<file path="src/rtl/cmp_pkg.sv">
// rtl/cmp_pkg.sv - shared definitions for the compare/reduce unit
// Purpose: function codes, FSM state type, single-shot result constants and a
//          helper that classifies a function code as a reduction.
package cmp_pkg;

  localparam logic [2:0] CMP_NOP = 3'b000;
  localparam logic [2:0] CMP_EQ  = 3'b001;
  localparam logic [2:0] CMP_GT  = 3'b010;
  localparam logic [2:0] CMP_LT  = 3'b011;
  localparam logic [2:0] CMP_NE  = 3'b100;
  localparam logic [2:0] CMP_MAX = 3'b101;
  localparam logic [2:0] CMP_MIN = 3'b110;
  localparam logic [2:0] CMP_RSV = 3'b111;

  // Single-shot result encodings (EQ and NE share the value 1).
  localparam int CMP_RES_EQ = 1;
  localparam int CMP_RES_GT = 2;
  localparam int CMP_RES_LT = 3;

  typedef enum logic {
    ST_IDLE  = 1'b0,
    ST_ACCUM = 1'b1
  } cmp_state_t;

  function automatic logic is_reduce(input logic [2:0] fun);
    return (fun == CMP_MAX) || (fun == CMP_MIN);
  endfunction

endpackage

</file>
<file path="src/rtl/cmp_core.sv">
// rtl/cmp_core.sv - combinational signed/unsigned magnitude comparator
// Purpose: compares a against b in two's-complement or unsigned mode.
// Ports:
//   a, b       in  WIDTH : operands
//   signed_en  in  1     : 1 = signed compare, 0 = unsigned
//   eq, gt, lt out 1     : a == b, a > b, a < b
module cmp_core #(
  parameter int WIDTH = 16
) (
  input  logic [WIDTH-1:0] a,
  input  logic [WIDTH-1:0] b,
  input  logic             signed_en,
  output logic             eq,
  output logic             gt,
  output logic             lt
);

  assign eq = (a == b);
  assign gt = signed_en ? ($signed(a) > $signed(b)) : (a > b);
  assign lt = signed_en ? ($signed(a) < $signed(b)) : (a < b);

endmodule

</file>
<file path="src/rtl/cmp_reduce_u.sv">
// rtl/cmp_reduce_u.sv - registered compare unit with streaming MAX/MIN reduction
// Purpose: single-shot EQ/GT/LT/NE compares (one result per accepted beat) and
//          MAX/MIN reductions over bursts of up to MAX_BURST beats, reporting
//          the winning value and its beat index.
// Ports:
//   CLK        in  1     : clock, rising edge
//   RST        in  1     : asynchronous active-low reset
//   C_EN       in  1     : beat valid
//   ALU_fun_CU in  3     : function code
//   SIGNED_EN  in  1     : signed compare mode
//   LAST       in  1     : final beat of a reduction burst
//   IN1, IN2   in  WIDTH : operands (IN1 is the reduction stream)
//   CMP_Out    out WIDTH : result value, held between results
//   CMP_IDX    out IDXW  : reduction winner index, 0 for single-shot
//   CMP_flag   out 1     : one-cycle result-valid pulse
//   CMP_ERR    out 1     : burst overflow, qualified by CMP_flag
module cmp_reduce_u
  import cmp_pkg::*;
#(
  parameter  int WIDTH     = 16,
  parameter  int MAX_BURST = 16,
  localparam int IDXW      = $clog2(MAX_BURST)
) (
  input  logic             CLK,
  input  logic             RST,
  input  logic             C_EN,
  input  logic [2:0]       ALU_fun_CU,
  input  logic             SIGNED_EN,
  input  logic             LAST,
  input  logic [WIDTH-1:0] IN1,
  input  logic [WIDTH-1:0] IN2,
  output logic [WIDTH-1:0] CMP_Out,
  output logic [IDXW-1:0]  CMP_IDX,
  output logic             CMP_flag,
  output logic             CMP_ERR
);

  localparam logic [IDXW-1:0] LAST_IDX = IDXW'(MAX_BURST - 1);

  cmp_state_t       r_state;
  logic             r_is_min;
  logic             r_signed;
  logic [WIDTH-1:0] r_best;
  logic [IDXW-1:0]  r_best_idx;
  logic [IDXW-1:0]  r_cnt;
  logic [WIDTH-1:0] r_out;
  logic [IDXW-1:0]  r_idx;
  logic             r_flag;
  logic             r_err;

  cmp_state_t       w_nxt_state;
  logic             w_nxt_is_min;
  logic             w_nxt_signed;
  logic [WIDTH-1:0] w_nxt_best;
  logic [IDXW-1:0]  w_nxt_best_idx;
  logic [IDXW-1:0]  w_nxt_cnt;
  logic [WIDTH-1:0] w_nxt_out;
  logic [IDXW-1:0]  w_nxt_idx;
  logic             w_nxt_flag;
  logic             w_nxt_err;

  logic [WIDTH-1:0] w_cmp_b;
  logic             w_cmp_signed;
  logic             w_eq;
  logic             w_gt;
  logic             w_lt;
  logic             w_win;
  logic             w_force;
  logic [WIDTH-1:0] w_acc_best;
  logic [IDXW-1:0]  w_acc_idx;

  // One comparator serves both modes: during a burst IN1 is compared against
  // the running best under the latched signedness.
  assign w_cmp_b      = (r_state == ST_ACCUM) ? r_best   : IN2;
  assign w_cmp_signed = (r_state == ST_ACCUM) ? r_signed : SIGNED_EN;

  cmp_core #(.WIDTH(WIDTH)) u_core (
    .a         (IN1),
    .b         (w_cmp_b),
    .signed_en (w_cmp_signed),
    .eq        (w_eq),
    .gt        (w_gt),
    .lt        (w_lt)
  );

  // Strict win only, so ties keep the earliest index.
  assign w_win      = r_is_min ? w_lt : w_gt;
  assign w_acc_best = w_win ? IN1   : r_best;
  assign w_acc_idx  = w_win ? r_cnt : r_best_idx;
  assign w_force    = (r_cnt == LAST_IDX);

  always_comb begin
    w_nxt_state    = r_state;
    w_nxt_is_min   = r_is_min;
    w_nxt_signed   = r_signed;
    w_nxt_best     = r_best;
    w_nxt_best_idx = r_best_idx;
    w_nxt_cnt      = r_cnt;
    w_nxt_out      = r_out;
    w_nxt_idx      = r_idx;
    w_nxt_flag     = 1'b0;
    w_nxt_err      = 1'b0;

    case (r_state)
      ST_IDLE: begin
        if (C_EN) begin
          if (is_reduce(ALU_fun_CU)) begin
            w_nxt_is_min   = (ALU_fun_CU == CMP_MIN);
            w_nxt_signed   = SIGNED_EN;
            w_nxt_best     = IN1;
            w_nxt_best_idx = '0;
            w_nxt_cnt      = IDXW'(1);
            if (LAST) begin
              w_nxt_out  = IN1;
              w_nxt_idx  = '0;
              w_nxt_flag = 1'b1;
              w_nxt_cnt  = '0;
            end else begin
              w_nxt_state = ST_ACCUM;
            end
          end else begin
            w_nxt_out = '0;
            case (ALU_fun_CU)
              CMP_EQ:           if (w_eq)  w_nxt_out = WIDTH'(CMP_RES_EQ);
              CMP_GT:           if (w_gt)  w_nxt_out = WIDTH'(CMP_RES_GT);
              CMP_LT:           if (w_lt)  w_nxt_out = WIDTH'(CMP_RES_LT);
              CMP_NE:           if (!w_eq) w_nxt_out = WIDTH'(CMP_RES_EQ);
              CMP_NOP, CMP_RSV: w_nxt_out = '0;
              default:          w_nxt_out = '0;
            endcase
            w_nxt_idx  = '0;
            w_nxt_flag = 1'b1;
          end
        end
      end

      ST_ACCUM: begin
        if (C_EN) begin
          w_nxt_best     = w_acc_best;
          w_nxt_best_idx = w_acc_idx;
          w_nxt_cnt      = r_cnt + IDXW'(1);
          if (LAST || w_force) begin
            w_nxt_out   = w_acc_best;
            w_nxt_idx   = w_acc_idx;
            w_nxt_flag  = 1'b1;
            w_nxt_err   = w_force && !LAST;
            w_nxt_cnt   = '0;
            w_nxt_state = ST_IDLE;
          end
        end
      end

      default: w_nxt_state = ST_IDLE;
    endcase
  end

  always_ff @(posedge CLK or negedge RST) begin
    if (!RST) begin
      r_state    <= ST_IDLE;
      r_is_min   <= 1'b0;
      r_signed   <= 1'b0;
      r_best     <= '0;
      r_best_idx <= '0;
      r_cnt      <= '0;
      r_out      <= '0;
      r_idx      <= '0;
      r_flag     <= 1'b0;
      r_err      <= 1'b0;
    end else begin
      r_state    <= w_nxt_state;
      r_is_min   <= w_nxt_is_min;
      r_signed   <= w_nxt_signed;
      r_best     <= w_nxt_best;
      r_best_idx <= w_nxt_best_idx;
      r_cnt      <= w_nxt_cnt;
      r_out      <= w_nxt_out;
      r_idx      <= w_nxt_idx;
      r_flag     <= w_nxt_flag;
      r_err      <= w_nxt_err;
    end
  end

  assign CMP_Out  = r_out;
  assign CMP_IDX  = r_idx;
  assign CMP_flag = r_flag;
  assign CMP_ERR  = r_err;

endmodule

</file>
<file path="config.mk">
export PLATFORM = sky130hd
export DESIGN_NAME = cmp_reduce_u
export DESIGN_NICKNAME = d
export VERILOG_FILES = /design/src/rtl/cmp_pkg.sv /design/src/rtl/cmp_core.sv /design/src/rtl/cmp_reduce_u.sv
export SDC_FILE = /design/constraint.sdc
export NUM_CORES = 1
export LEC_CHECK = 0
export CORE_MARGIN = 2
export CORE_UTILIZATION = 58
export CTS_BUF_LIST = sky130_fd_sc_hd__clkbuf_8
export DETAILED_ROUTE_END_ITERATION = 16
export PLACE_DENSITY = 0.89
export SETUP_SLACK_MARGIN = 0.3
export SLEW_MARGIN = 10
export SYNTH_ARGS = -nofsm -noshare
export SYNTH_HDL_FRONTEND = slang
export SYNTH_SLANG_ARGS = --single-unit
</file>
<file path="constraint.sdc">
create_clock -name CLK -period 9.1 [get_ports CLK]
set_input_delay 1.82 -clock CLK [delete_from_list [all_inputs] [get_ports CLK]]
set_output_delay 1.82 -clock CLK [all_outputs]
set_load 0.03 [all_outputs]
</file>
==> flow_summary.toml <==
[synth]
synth_compound_area_share_pct = 15.2
synth.distinct_cells = 38
synth_edf_count = 0
ys_seq_area_share_pct = 40.3
syn_area_per_cell_um2 = 9.65
synth_cells = 315
ys_warn_count = 0
synth_seq_cells = 49
synth_fa_ha_area_share_pct = 7.00
synth_xor_area_share_pct = 0.288
synthFlopType = "dfrtp_1"
async_flop_share_pct = 100
synth-simple-area-share_pct = 14.7
synth_nets = 372
synthesis.area_um2 = 3040
synth_top_family_by_area = "multiplexers"
synth_mux_area_share_pct = 18.0

[sta]
hold_viol = 0
final.setup.tns_ns = 0
finClkSkew_ns = 0.00419
rsz0062_at_grt = "false"
slew_viol_final = 0
worst_pin_slew_ns = 1.10
slew_headroom_pct = 26.9
finalCritPeriodShare_pct = 59.5
period_minus_slack_ns = 5.41
setup_violations = 0
max_freq_ghz = 0.185

[setup_path]
crit_type = "input pin to flop"
critPathTopFamily = "compound AO/OA/AOI/OAI gates"
cp_num_buf_inv = 1
crit_arrival_ns = 5.61
cp_max_fo = 25
required_ns = 9.30
max_stage_delay_ns = 0.77
worstPathCellList = "clkdlybuf4s50_1, a21boi_0, ha_1, nand4_1, or4_4, a21oi_2, a2111oi_1, a22oi_2, mux2_4, o21a_1, mux2_2"
start_kind = "input pin"
end_kind = "flop"
crit_slowest_cell = "o21a_1"

[global_route]
grt_pass1_wl_um = 11600
grt.overflow.total = 0
grt_start_max_net_pins = 50
grt.total_usage_pct = 24.7
antenna_found_initial = 0
grt_pass1_vias = 2413

[layout]
multi_input_area_um2 = 1680
drive_gt1_share_pct = 13.8
area_growth_pct = 23.9
final_util_pct = 74.2
diodes = 0
regArea_um2 = 1230
final_nets = 425
fillers = 374

[routing]
initialDrtViolationCount = 158
firstDrtPassIters = 5
vias_per_cell = 5.68
ant_nets = 0
wl_per_cell_um = 15.6
drt-total-wl_um = 6860
vias = 2492
detail_route.drc_violations = 0

[flow_run]
max-cap-violations = 0

[power_and_ir_drop]
p_per_area_nw_per_um2 = 231
leakage_nw = 1.59
ir_drop_mv = 0.137

[die]
coreArea_um2 = 5070
die_x_um = 76.4
start_util_pct = 59.9
io_pins = 62
fp.dieH_um = 76.4
dieArea_um2 = 5830
rows = 26

[clocking]
clk_pin_slew_ns = 0.09
cts_resized = 0
cts_sinks = 49
postCtsSetupRepairBufs = 0
clockBufferDepth = 2
cts_max_level = 2
cts_tree = "built"
cts_hold_buffers = 0
clk-insertion-delay-late_ns = 0.31
cts_buffers = 5
cts_root_buffer = "clkbuf_8"

[place]
port_buffers = 61
dp_hpwl_um = 4640
gp_congestion = 0.790

[run_status]
status = "finished clean"

[worst_hold_path]
worstHoldPathType = "flop to flop"
[kinds of logic (layout without fill, tap and decap cells)]
logic type / after synthesis / count (layout)
AOI/OAI and AO/OA: 70 / 70
xor gates and xnor gates: 1 / 1
adders and majority gates: 17 / 17
buffers and inverters: 26 / 80
DFF: 49 / 49
muxes: 46 / 46
and+or+nand+nor: 106 / 106
[per-layer routing]
| metal | share of wire [%] | wire length (µm) | vias to the layer above | track usage [%] |
|---|---|---|---|---|
| li1 | - | - | 1214 | - |
| met1 | 44 | 3050 | 1199 | 32.3 |
| met2 | 49 | 3340 | 69 | 40.9 |
| met3 | 5.2 | 354 | 10 | 5.21 |
| met4 | 1.6 | 109 | 0 | 8.55 |
| met5 | 0 | 0 | - | 0 |
[placed cells by master (no fill, tap or decap), types with 6 or more instances in the layout]
cell and count:
nand2_1 60, clkdlybuf4s50_1 60, dfrtp_1 49, nor2_1 27
mux2_2 25, a31oi_1 18, ha_1 17, a21boi_0 15
o21ai_0 13, mux2_4 11, inv_1 10, mux2i_1 10
a21oi_1 8, clkbuf_8 6
[path summary, 6_finish.rpt]
check	start	to	slack [ns]	depth (start not counted)
max	IN2[14]	r_best[0]$_DFFE_PN0P_	3.69	11
min	r_best[4]$_DFFE_PN0P_	r_best[4]$_DFFE_PN0P_	0.52	1
max reg2reg	r_state$_DFF_PN0_	r_best[0]$_DFFE_PN0P_	4.69	11
min reg2reg	r_best[4]$_DFFE_PN0P_	r_best[4]$_DFFE_PN0P_	0.52	1
max in group asynchronous	RST	CMP_ERR$_DFF_PN0_	6.72	1
min in group asynchronous	RST	CMP_Out[5]$_DFFE_PN0P_	1.70	1
[stage by stage]
stage | setup slack [ns] | total power [mW] | hold slack, ns | area [µm²] | std cells
6_report | 3.69 | 0.869 | 0.520 | 3760 | 439
5_1_grt | 3.48 | 0.919 | 0.534 | 3760 | 439
4_1_cts | 3.68 | 0.870 | 0.517 | 3760 | 439
3_5_place_dp | 3.36 | 0.705 | 0.493 | 3650 | 431
3_3_place_gp | 3.49 | 0.692 | 0.483 | 3650 | 431
2_1_floorplan | 4.57 | 0.594 | 0.470 | 3040 | 315
[cell type report]
| class | instances | area share, % |
|---|---|---|
| Clock inverter | 2 | 0.897 |
| Tap cell | 70 | 2.33 |
| Multi-Input combinational cell | 240 | 44.6 |
| Inverter | 9 | 0.897 |
| Sequential cell | 49 | 32.6 |
| Timing Repair Buffer | 63 | 16.5 |
| Clock buffer | 6 | 2.19 |
[cells in the mapped netlist, types with 9 or more instances]
master / instances / area, µm²
inv_1: 9 / 33.8
a21oi_1: 9 / 45.0
mux2_2: 25 / 282
mux2_4: 11 / 165
clkbuf_1: 10 / 37.5
ha_1: 17 / 213
a21boi_0: 15 / 113
o21ai_0: 13 / 65.1
a31oi_1: 18 / 113
mux2i_1: 10 / 100
nand2_1: 60 / 225
nor2_1: 27 / 101
dfrtp_1: 49 / 1230
[sequential cells by signal (all words and copies together) (netlist names)]
signal      flops
CMP_ERR         1
CMP_IDX         4
CMP_Out        16
CMP_flag        1
r_best         16
r_best_idx      4
r_cnt           4
r_is_min        1
r_signed        1
r_state         1
[power breakdown]
group	internal [mW]	leakage [nW]	switching (mW)	total, mW
clock network	0.0886	0.0626	0.0755	0.164
logic	0.190	0.933	0.196	0.387
registers	0.280	0.594	0.0385	0.318
total	0.559	1.59	0.310	0.869
Power figures use the tool's default switching activity.
